<file path="src/rtl/buzzer_pkg.sv">
// ============================================================
// buzzer_pkg : opcodes, entry field offsets and FSM states
// Rev 1.0
// ============================================================
`default_nettype none

package buzzer_pkg;

  localparam logic [7:0] c_op_nop   = 8'h00;
  localparam logic [7:0] c_op_set   = 8'h01;
  localparam logic [7:0] c_op_stop  = 8'h02;
  localparam logic [7:0] c_op_vol   = 8'h03;
  localparam logic [7:0] c_op_noise = 8'h04;
  localparam logic [7:0] c_op_peak  = 8'h05;
  localparam logic [7:0] c_op_peakl = 8'h06;

  localparam int c_dur_lsb = 16;
  localparam int c_op_lsb  = 8;
  localparam int c_arg_lsb = 0;

  typedef enum logic [1:0] {
    IDLE  = 2'd0,
    ISSUE = 2'd1,
    WAIT  = 2'd2
  } state_t;

  function automatic logic [23:0] make_cmd(input logic [31:0] entry);
    return {entry[c_op_lsb +: 8], 8'h00, entry[c_arg_lsb +: 8]};
  endfunction

  function automatic logic [15:0] entry_dur(input logic [31:0] entry);
    return entry[c_dur_lsb +: 16];
  endfunction

endpackage

`default_nettype wire

</file>
<file path="src/rtl/buzzer_sequencer_if.sv">
// ============================================================
// buzzer_sequencer_if : CPU push side and Buzzer16 command side
// Rev 1.0
// ============================================================
`default_nettype none

interface buzzer_sequencer_if #(
  parameter int DEPTH = 8
);
  localparam int LEVEL_W = $clog2(DEPTH + 1);

  logic               wr_en;
  logic [31:0]        wr_data;
  logic               abort;
  logic               full;
  logic [LEVEL_W-1:0] level;
  logic               overflow;
  logic               busy;
  logic               done;
  logic               cmd_start;
  logic [23:0]        cmd_out;

  modport master (
    output wr_en, wr_data, abort,
    input  full, level, overflow, busy, done, cmd_start, cmd_out
  );

  modport slave (
    input  wr_en, wr_data, abort,
    output full, level, overflow, busy, done, cmd_start, cmd_out
  );

endinterface

`default_nettype wire

</file>
<file path="src/rtl/buzzer_fifo.sv">
// ============================================================
// buzzer_fifo : register-array FIFO with combinational head read
// Rev 1.0
// ============================================================
`default_nettype none

module buzzer_fifo #(
  parameter int DEPTH = 8,
  parameter int WIDTH = 32
) (
  input  logic                         clk,
  input  logic                         rst,
  input  logic                         push,
  input  logic                         pop,
  input  logic                         flush,
  input  logic [WIDTH-1:0]             din,
  output logic [WIDTH-1:0]             dout,
  output logic                         full,
  output logic                         empty,
  output logic [$clog2(DEPTH+1)-1:0]   level
);
  localparam int PTR_W   = $clog2(DEPTH);
  localparam int LEVEL_W = $clog2(DEPTH + 1);

  logic [WIDTH-1:0]   r_mem [DEPTH];
  logic [PTR_W-1:0]   r_wr_ptr;
  logic [PTR_W-1:0]   r_rd_ptr;
  logic [LEVEL_W-1:0] r_count;
  logic               w_do_push;
  logic               w_do_pop;

  assign empty = (r_count == '0);
  assign full  = (r_count == LEVEL_W'(DEPTH));
  assign level = r_count;
  assign dout  = r_mem[r_rd_ptr];

  // A full FIFO still accepts a push when the head leaves in the same cycle
  assign w_do_pop  = pop && !empty;
  assign w_do_push = push && (!full || w_do_pop);

  always_ff @(posedge clk or negedge rst) begin
    if (!rst) begin
      r_wr_ptr <= '0;
      r_rd_ptr <= '0;
      r_count  <= '0;
    end else if (flush) begin
      r_wr_ptr <= '0;
      r_rd_ptr <= '0;
      r_count  <= '0;
    end else begin
      if (w_do_push) r_wr_ptr <= r_wr_ptr + PTR_W'(1);
      if (w_do_pop)  r_rd_ptr <= r_rd_ptr + PTR_W'(1);
      case ({w_do_push, w_do_pop})
        2'b10:   r_count <= r_count + LEVEL_W'(1);
        2'b01:   r_count <= r_count - LEVEL_W'(1);
        default: r_count <= r_count;
      endcase
    end
  end

  always_ff @(posedge clk) begin
    if (w_do_push && !flush) r_mem[r_wr_ptr] <= din;
  end

endmodule

`default_nettype wire

</file>
<file path="src/rtl/buzzer_sequencer.sv">
// ============================================================
// buzzer_sequencer : replays queued timed commands to Buzzer16
// Rev 1.0
// ============================================================
`default_nettype none

module buzzer_sequencer
  import buzzer_pkg::*;
#(
  parameter int DEPTH    = 8,
  parameter int TICK_DIV = 50000
) (
  input  logic              clk,
  input  logic              rst,
  buzzer_sequencer_if.slave bus
);
  localparam int LEVEL_W = $clog2(DEPTH + 1);
  localparam int PRE_W   = (TICK_DIV > 1) ? $clog2(TICK_DIV) : 1;
  localparam logic [PRE_W-1:0] c_pre_last = PRE_W'(TICK_DIV - 1);

  state_t             state;
  state_t             state_next;
  logic [15:0]        r_dur;
  logic [15:0]        w_dur_next;
  logic [15:0]        r_entry_dur;
  logic [PRE_W-1:0]   r_pre;
  logic [PRE_W-1:0]   w_pre_next;
  logic               r_stop_cycle;
  logic               r_cmd_start;
  logic [23:0]        r_cmd_out;
  logic               r_done;
  logic               r_overflow;
  logic               w_pop;
  logic               w_stop;
  logic               w_done_next;
  logic               w_empty;
  logic               w_full;
  logic [31:0]        w_head;
  logic [LEVEL_W-1:0] w_level;

  buzzer_fifo #(
    .DEPTH (DEPTH),
    .WIDTH (32)
  ) u_fifo (
    .clk   (clk),
    .rst   (rst),
    .push  (bus.wr_en & ~bus.abort),
    .pop   (w_pop),
    .flush (bus.abort),
    .din   (bus.wr_data),
    .dout  (w_head),
    .full  (w_full),
    .empty (w_empty),
    .level (w_level)
  );

  always_ff @(posedge clk or negedge rst) begin
    if (!rst) state <= IDLE;
    else      state <= state_next;
  end

  always_comb begin
    state_next  = state;
    w_pop       = 1'b0;
    w_stop      = 1'b0;
    w_done_next = 1'b0;
    w_dur_next  = r_dur;
    w_pre_next  = r_pre;
    if (bus.abort) begin
      // The STOP word rides through ISSUE with a flag so it never pops or signals done
      w_stop     = 1'b1;
      w_dur_next = '0;
      w_pre_next = '0;
      state_next = ISSUE;
    end else begin
      case (state)
        IDLE: begin
          if (!w_empty) begin
            w_pop      = 1'b1;
            state_next = ISSUE;
          end
        end
        ISSUE: begin
          if (r_stop_cycle) begin
            state_next = IDLE;
          end else if (r_entry_dur == '0) begin
            if (!w_empty) begin
              w_pop      = 1'b1;
              state_next = ISSUE;
            end else begin
              w_done_next = 1'b1;
              state_next  = IDLE;
            end
          end else begin
            w_dur_next = r_entry_dur;
            w_pre_next = '0;
            state_next = WAIT;
          end
        end
        WAIT: begin
          if (r_pre == c_pre_last) begin
            w_pre_next = '0;
            w_dur_next = r_dur - 16'd1;
            if (r_dur == 16'd1) begin
              if (!w_empty) begin
                w_pop      = 1'b1;
                state_next = ISSUE;
              end else begin
                w_done_next = 1'b1;
                state_next  = IDLE;
              end
            end
          end else begin
            w_pre_next = r_pre + PRE_W'(1);
          end
        end
        default: state_next = IDLE;
      endcase
    end
  end

  // Outputs are registered together with the state so cmd_start lines up with ISSUE
  always_ff @(posedge clk or negedge rst) begin
    if (!rst) begin
      r_dur        <= '0;
      r_pre        <= '0;
      r_entry_dur  <= '0;
      r_stop_cycle <= 1'b0;
      r_cmd_start  <= 1'b0;
      r_cmd_out    <= '0;
      r_done       <= 1'b0;
      r_overflow   <= 1'b0;
    end else begin
      r_dur        <= w_dur_next;
      r_pre        <= w_pre_next;
      r_stop_cycle <= w_stop;
      r_cmd_start  <= w_pop | w_stop;
      r_done       <= w_done_next;
      r_overflow   <= bus.wr_en & ~bus.abort & w_full & ~w_pop;
      if (w_stop) begin
        r_cmd_out   <= {c_op_stop, 16'h0000};
        r_entry_dur <= '0;
      end else if (w_pop) begin
        r_cmd_out   <= make_cmd(w_head);
        r_entry_dur <= entry_dur(w_head);
      end else begin
        r_cmd_out   <= {c_op_nop, 16'h0000};
      end
    end
  end

  assign bus.full      = w_full;
  assign bus.level     = w_level;
  assign bus.overflow  = r_overflow;
  assign bus.busy      = (state != IDLE);
  assign bus.done      = r_done;
  assign bus.cmd_start = r_cmd_start;
  assign bus.cmd_out   = r_cmd_out;

endmodule

`default_nettype wire

</file>
<file path="src/flat_wrapper.sv">
// flat-port wrapper written by rule: the top's interface ports become plain ports
module buzzer_sequencer_flat import buzzer_pkg::*;
#(
  parameter int DEPTH    = 8,
  parameter int TICK_DIV = 50000
)
  (clk, rst, bus_wr_en, bus_wr_data, bus_abort, bus_full, bus_level, bus_overflow, bus_busy, bus_done, bus_cmd_start, bus_cmd_out);
  buzzer_sequencer_if #(.DEPTH(DEPTH)) bus_i ();
  input  logic clk;
  input  logic rst;
  input wire logic [$bits(bus_i.wr_en)-1:0] bus_wr_en;
  input wire logic [$bits(bus_i.wr_data)-1:0] bus_wr_data;
  input wire logic [$bits(bus_i.abort)-1:0] bus_abort;
  output wire logic [$bits(bus_i.full)-1:0] bus_full;
  output wire logic [$bits(bus_i.level)-1:0] bus_level;
  output wire logic [$bits(bus_i.overflow)-1:0] bus_overflow;
  output wire logic [$bits(bus_i.busy)-1:0] bus_busy;
  output wire logic [$bits(bus_i.done)-1:0] bus_done;
  output wire logic [$bits(bus_i.cmd_start)-1:0] bus_cmd_start;
  output wire logic [$bits(bus_i.cmd_out)-1:0] bus_cmd_out;
  assign bus_i.wr_en = bus_wr_en;
  assign bus_i.wr_data = bus_wr_data;
  assign bus_i.abort = bus_abort;
  assign bus_full = bus_i.full;
  assign bus_level = bus_i.level;
  assign bus_overflow = bus_i.overflow;
  assign bus_busy = bus_i.busy;
  assign bus_done = bus_i.done;
  assign bus_cmd_start = bus_i.cmd_start;
  assign bus_cmd_out = bus_i.cmd_out;
  buzzer_sequencer #(.DEPTH(DEPTH), .TICK_DIV(TICK_DIV)) u_core (.clk(clk), .rst(rst), .bus(bus_i));
endmodule
</file>
<file path="config.mk">
export PLATFORM = sky130hd
export DESIGN_NAME = buzzer_sequencer_flat
export DESIGN_NICKNAME = d
export VERILOG_FILES = /design/src/rtl/buzzer_pkg.sv /design/src/rtl/buzzer_sequencer_if.sv /design/src/rtl/buzzer_fifo.sv /design/src/rtl/buzzer_sequencer.sv /design/src/flat_wrapper.sv
export SDC_FILE = /design/constraint.sdc
export NUM_CORES = 1
export LEC_CHECK = 0
export CELL_PAD_IN_SITES_DETAIL_PLACEMENT = 0
export CELL_PAD_IN_SITES_GLOBAL_PLACEMENT = 1
export CORE_ASPECT_RATIO = 1.1
export CORE_MARGIN = 2
export CORE_UTILIZATION = 40
export CTS_CLUSTER_SIZE = 25
export DETAILED_ROUTE_END_ITERATION = 7
export PLACE_DENSITY_LB_ADDON = 0.1
export SYNTH_ARGS = -nofsm -noshare
export SYNTH_HDL_FRONTEND = slang
export SYNTH_SLANG_ARGS = --single-unit
</file>
<file path="constraint.sdc">
create_clock -name clk -period 9 [get_ports clk]
set_clock_uncertainty 0.2 [all_clocks]
set_input_delay 2.25 -clock clk [delete_from_list [all_inputs] [get_ports clk]]
set_output_delay 2.25 -clock clk [all_outputs]
set_load 0.005 [all_outputs]
</file>
==> summary.md, run 1 <==
| Metric | Value |
|---|---|
| Ant diodes | `0` |
| EDFF count, synth | `256` |
| Critical Path Source Type | `input pin` |
| Placed Cells incl. Taps | `1281` |
| Post-synthesis adder-cell area fraction | `1.01%` |
| Via count | `7364` |
| CTS tree | `built` |
| Clk root buf | `clkbuf_16` |
| Crit Reg-Reg Startpoint | `u_core.r_entry_dur[10]` |
| Clock Path Buffers | `3` |
| Initial Util | `40.3%` |
| Placer Congestion | `0.788` |
| Yosys top cell by area | `edfxtp_1` |
| Share of layout cells above drive strength 1 | `16.9%` |
| Die X | `180 um` |
| Most common cell in the netlist | `edfxtp_1` |
| Fmax achieved | `205 MHz` |
| Post-synth top cells | `edfxtp_1, dfrtp_1, nor2_1, mux4_2, o21ai_0` |
| Num CTS Buffers | `38` |
| FF-to-FF setup slack | `4.60 ns` |
| Sink Count | `336` |
| Non-Filler Instances | `1349` |
| Core Region | `33900 um2` |
| Clock slew at reported path FFs | `0.06 ns` |
| Outcome | `completed` |
| Via density per instance | `5.46` |
| Reg-to-reg endpoint | `u_core.u_fifo.r_mem[5][19]` |
| XOR/XNOR share of the synthesized area | `0.769%` |
| Crit path launch | `bus_abort` |
| Final Max Slew Viols | `0` |
| Syn. warnings | `0` |
| Post-Synthesis Cells | `811` |
| Yosys cell types | `61` |
| Routed WL | `29500 um` |
| Post-layout min period | `4.87 ns` |
| Multiplexer area fraction after synthesis | `13.7%` |
| Yosys reg bits | `336` |
| HP Class | `reg -> reg` |
| # setup viols final | `0` |
| Share of the synthesized area in the top cell type | `56.2%` |
| Hold Buf Count CTS | `0` |
| IO Pins | `69` |
| Post-DP HPWL | `17700 um` |
| FP Rows | `71` |
| Required @ worst endpoint | `9.23 ns` |
| Post-cts sizing count | `0` |
| Worst R2R Path Depth | `6` |
| Layout overhead on the synthesized area | `16.8%` |
| Slew headroom | `19.4%` |
| H-tree Lvls | `2` |
| Pre-antenna DRT Iters | `5` |
| Critical path class | `in -> reg` |
| Post-synthesis simple-gate area fraction | `6.77%` |
| Worst-Margin Slew | `1.20 ns` |
| CP Capture Type | `register` |
| Synth Area in Compound Gates | `4.73%` |
| P per Cell Area | `269 nW/um2` |
| # DRC | `0` |
| Grt ovf | `0` |
| Wire length per cell | `21.9 um` |
| HP Start | `u_core.r_pre[0]` |
| Setup TNS | `0 ns` |
| Largest net degree at the start of global routing | `45` |
| Cell Area, Synth | `13700 um2` |
| Final Cycle Share | `54.1%` |
| Maxcap violations | `0` |
| Top area cells in the synthesized netlist | `edfxtp_1, dfrtp_1, mux4_2` |
| Vias in the first global route | `7675` |
| Final #Nets | `930` |
| Syn_area_per_cell | `16.9 um2` |
| First-pass GRT wire length | `45500 um` |
| Async set or reset register ratio after synthesis | `23.8%` |
| Crit-path max FO | `37` |
| Post-synthesis sequential area ratio | `70.9%` |
| Post-CTS Setup Bufs | `0` |
| IR Drop Worst-Case VDD | `0.157 mV` |
| Routed Antenna Nets | `0` |
| Port buffer count | `60` |
| Unrepaired setup endpoints after global routing | `false` |
| CP Data Arrival Time | `5.10 ns` |
| Die footprint | `35700 um2` |
| LEAKAGE | `0.00535 uW` |
| Global Route Usage Sum | `16.7%` |
| Synth Flop Type | `edfxtp_1` |
| Largest family of logic cells by synthesized area | `multiplexers` |
| Die Ht | `198 um` |
| Initial DRC Count | `440` |
| Initial antenna violation count | `2` |
| Worst-Skew Late Latency | `0.54 ns` |
| Crit path to | `u_core.r_dur[4]` |
| Final Hold Viols | `0` |
## report_power, final
| group | leakage [uW] | internal (uW) | switching (uW) |
|---|---|---|---|
| logic | 0.00136 | 405 | 487 |
| registers | 0.00340 | 1770 | 132 |
| clock network | 0.000591 | 882 | 623 |
## through the flow
step,hold slack (ns),setup slack [ns],area [um2],power [uW],utilization (%)
after global placement,0.298,3.60,14800,2810,43.5
after detailed placement,0.295,3.53,14800,2830,43.5
final,0.298,4.13,16000,4300,47.1
after global routing,0.320,3.76,16000,4490,47.1
after CTS,0.302,4.06,16000,4340,47.1
after floorplan,0.271,3.39,13700,2530,-
## flip-flops by register name, summed over array words and instances, names as in the netlist
register	count
u_core.bus.cmd_out	16
u_core.bus.cmd_start	1
u_core.bus.done	1
u_core.bus.overflow	1
u_core.r_dur	16
u_core.r_entry_dur	16
u_core.r_pre	16
u_core.r_stop_cycle	1
u_core.state	2
u_core.u_fifo.level	4
u_core.u_fifo.r_mem	256
u_core.u_fifo.r_rd_ptr	3
u_core.u_fifo.r_wr_ptr	3
## routing by layer
metal	share of wire (%)	wire [um]	global-route usage, %
met1	43	12800	21.5
met2	51	15000	29.2
met3	3.9	1150	3.09
met4	2.0	602	4.48
met5	0.10	30	0
## critical path, cell delays in order
cell and delay [ns]:
clkdlybuf4s50_1 0.46, buf_4 0.37, clkinv_1 0.40, o21ai_0 0.18, a21o_1 0.32, and2_1 0.44, nand2_1 0.36, o21ai_0 0.31
## cells in the final DEF (no fill, tap or decap), drive strengths merged, types with 2 or more instances in the layout
cell type      count
o21ai             46
conb               8
nor2b              4
nor4b              3
ha                11
nand2b             4
a32oi              2
clkbuf            48
o31ai              2
and2               2
a22oi              2
inv               14
edfxtp           256
nor4              11
or4                2
a31oi              3
mux2i             41
o2111ai            2
or3                5
xnor2              3
xor2               9
nand2             35
a21oi             22
bufinv             3
nand4              7
nand3              4
a211oi            16
dfrtp             80
nor4bb             3
mux4              64
nor2              73
clkdlybuf4s50     59
buf               12
o31a               2
and3               9
clkinv            15
nor3              11
a21o               2
## worst min path at each step
stage,slack [ns],end,depth (start not counted)
after floorplan,0.27,u_core.r_pre[0],1
after global placement,0.30,u_core.r_pre[0],1
after detailed placement,0.29,u_core.r_pre[0],1
after CTS,0.30,u_core.r_pre[0],1
after global routing,0.32,u_core.r_pre[0],1
final,0.30,u_core.r_pre[0],1
## area by class of cell
| cell class | instances | area (um2) |
|---|---|---|
| inverters | 13 | 48.8 |
| clock inverters | 20 | 218 |
| clock buffers | 48 | 998 |
| multi-input cells | 423 | 3780 |
| repair buffers | 71 | 681 |
| well taps | 438 | 548 |
| fillers | 2897 | 18000 |
| flip-flops and latches | 336 | 9700 |
## cells by family (layout without fill, tap and decap cells)
group | count (synthesis) | count (layout)
DFF | 336 | 336
and+or+nand+nor | 179 | 179
AOI/OAI and AO/OA | 107 | 107
muxes | 106 | 106
buffers and inverters | 59 | 152
xor gates and xnor gates | 12 | 12
adders and majority gates | 11 | 11
other | 1 | 8
Note: power is estimated with default switching activity, not from simulation.
==> run 2, diff against run 1 <==
==> constraint.sdc (replaced) <==
create_clock -name clk -period 4 [get_ports clk]
set_clock_uncertainty 0.2 [all_clocks]
set_input_delay 1 -clock clk [delete_from_list [all_inputs] [get_ports clk]]
set_output_delay 1 -clock clk [all_outputs]
set_load 0.005 [all_outputs]
==> run 2 against run 1 <==
Non-clock buffer count is 13 higher. Count of clock-buffer cells in the layout increased by 4. Critical endpoint is now u_core.u_fifo.r_mem[5][20]. Sequential power is 130% higher. Clock power is 120% higher. Largest cell class unchanged. Total power is 120% higher. Worst hold slack better by 0.0091 ns. Setup slack worse by 3.7 ns. First-iteration DRC count down 1.6%.
==> summary.md, run 2 (same netlist as run 1, synthesis figures left out) <==
| Metric | Value |
|---|---|
| Placer Congestion | `0.806` |
| CP Capture Type | `register` |
| Clock Path Buffers | `3` |
| Pre-CTS WS | `0.467 ns` |
| Initial Util | `40.3%` |
| Share of layout cells above drive strength 1 | `17.8%` |
| Most frequent cells in the layout | `edfxtp_1, dfrtp_1, nor2_1` |
| IR Drop Worst-Case VDD | `0.356 mV` |
| Grt ovf | `0` |
| Slew headroom | `26.5%` |
| Clock slew at reported path FFs | `0.06 ns` |
| Crit Reg-Reg Startpoint | `u_core.r_entry_dur[2]` |
| Die footprint | `35700 um2` |
| Via density per instance | `5.51` |
| Ant diodes | `0` |
| Via count | `7491` |
| Crit-path max FO | `22` |
| Die X | `180 um` |
| Initial DRC Count | `433` |
| Worst R2R Path Depth | `7` |
| Crit path to | `u_core.u_fifo.r_mem[5][20]` |
| Final worst slack | `0.465 ns` |
| CP Data Arrival Time | `3.49 ns` |
| Layout overhead on the synthesized area | `17.8%` |
| FP Rows | `71` |
| Vias in the first global route | `7823` |
| IO Pins | `69` |
| Critical path class | `reg -> reg` |
| Critical Path Source Type | `register` |
| Unrepaired setup endpoints after global routing | `false` |
| Wire length per cell | `21.9 um` |
| Final #Nets | `942` |
| Pre-antenna DRT Iters | `4` |
| Max FFs per register | `256` |
| Pwr Total | `9520 uW` |
| CTS tree | `built` |
| P per Cell Area | `592 nW/um2` |
| Min Hold Slack | `0.307 ns` |
| Reg-to-reg endpoint | `u_core.u_fifo.r_mem[5][20]` |
| Post-CTS Setup Bufs | `0` |
| # setup viols final | `0` |
| Hold Buf Count CTS | `0` |
| Post-layout min period | `3.54 ns` |
| Outcome | `completed` |
| Worst-Skew Late Latency | `0.51 ns` |
| Final Cycle Share | `88.4%` |
| HP Class | `reg -> reg` |
| Core Region | `33900 um2` |
| Num CTS Buffers | `37` |
| Crit path launch | `u_core.r_entry_dur[2]` |
| Clk root buf | `clkbuf_16` |
| Port buffer count | `60` |
| LEAKAGE | `0.00541 uW` |
| Maxcap violations | `0` |
| Routed Antenna Nets | `0` |
| Most common cell after layout, fill and taps aside | `edfxtp_1` |
| Final Max Slew Viols | `0` |
| Required @ worst endpoint | `3.96 ns` |
| FF-to-FF setup slack | `0.46 ns` |
| # DRC | `0` |
| Post-cts sizing count | `0` |
| Largest net degree at the start of global routing | `66` |
| Die Ht | `198 um` |
| H-tree Lvls | `2` |
| Routed WL | `29700 um` |
| Initial antenna violation count | `0` |
| Fmax achieved | `283 MHz` |
| Post-DP HPWL | `18100 um` |
| Final Hold Viols | `0` |
| Top reg by flops | `u_core.u_fifo.r_mem` |
| Sink Count | `336` |
| Setup TNS | `0 ns` |
| Worst-Margin Slew | `1.09 ns` |
| First-pass GRT wire length | `46200 um` |
| Global Route Usage Sum | `16.8%` |
| Final Core Density | `47.4%` |
## run 2: cell types whose count changed in the layout (fill, tap and decap cells not counted), sizes merged
cell,previous run,this run
buf,12,25
bufinv,3,2
clkbuf,48,52
clkinv,15,12
clkinvlp,1,0
inv,14,13
## run 2: metrics by stage
step | instance area (um2) | std cells
after CTS | 16100 | 1360
after global placement | 14900 | 1294
after floorplan | 13700 | 818
final | 16100 | 1360
after detailed placement | 14900 | 1294
after global routing | 16100 | 1360
## run 2: power by group
| group | switching (uW) | internal [uW] |
|---|---|---|
| Clock | 1330 | 1940 |
| Combinational | 1050 | 926 |
| Sequential | 314 | 3970 |
## run 2: worst max-delay path: stages (launching register included)
cell	delay, ns
dfrtp_1	0.40
nor4_1	0.51
nand4_1	0.34
and2b_2	0.35
o31a_2	0.23
o2111ai_1	0.48
nor2_4	0.25
buf_4	0.40
## run 2: worst min-delay path by stage
stage | slack (ns) | to | startpoint | cells after the start
floorplan | 0.27 | u_core.r_pre[0] | u_core.r_pre[0] | 1
global placement | 0.30 | u_core.r_pre[0] | u_core.r_pre[0] | 1
detailed placement | 0.31 | u_core.r_pre[0] | u_core.r_pre[0] | 1
CTS | 0.31 | u_core.r_pre[0] | u_core.r_pre[0] | 1
global route | 0.34 | u_core.r_pre[0] | u_core.r_pre[0] | 1
finish | 0.31 | u_core.r_pre[0] | u_core.r_pre[0] | 1
## run 2: final cells by class
| type | instances | area [um2] |
|---|---|---|
| clock buffer | 52 | 1030 |
| inverter | 13 | 48.8 |
| sequential | 336 | 9700 |
| tap | 438 | 548 |
| timing repair buffer | 84 | 853 |
| clock inverter | 14 | 135 |
| fill | 2924 | 17800 |
| multi-input combinational | 423 | 3780 |
## run 2: layer usage
metal  global-route usage [%]  up-vias  share of wire [%]
li1                         -     3325                  -
met2                     28.8      177                 50
met4                     4.39        0                1.6
met5                        0        -                  0
met1                     22.4     3949                 44
met3                     3.03       40                4.6
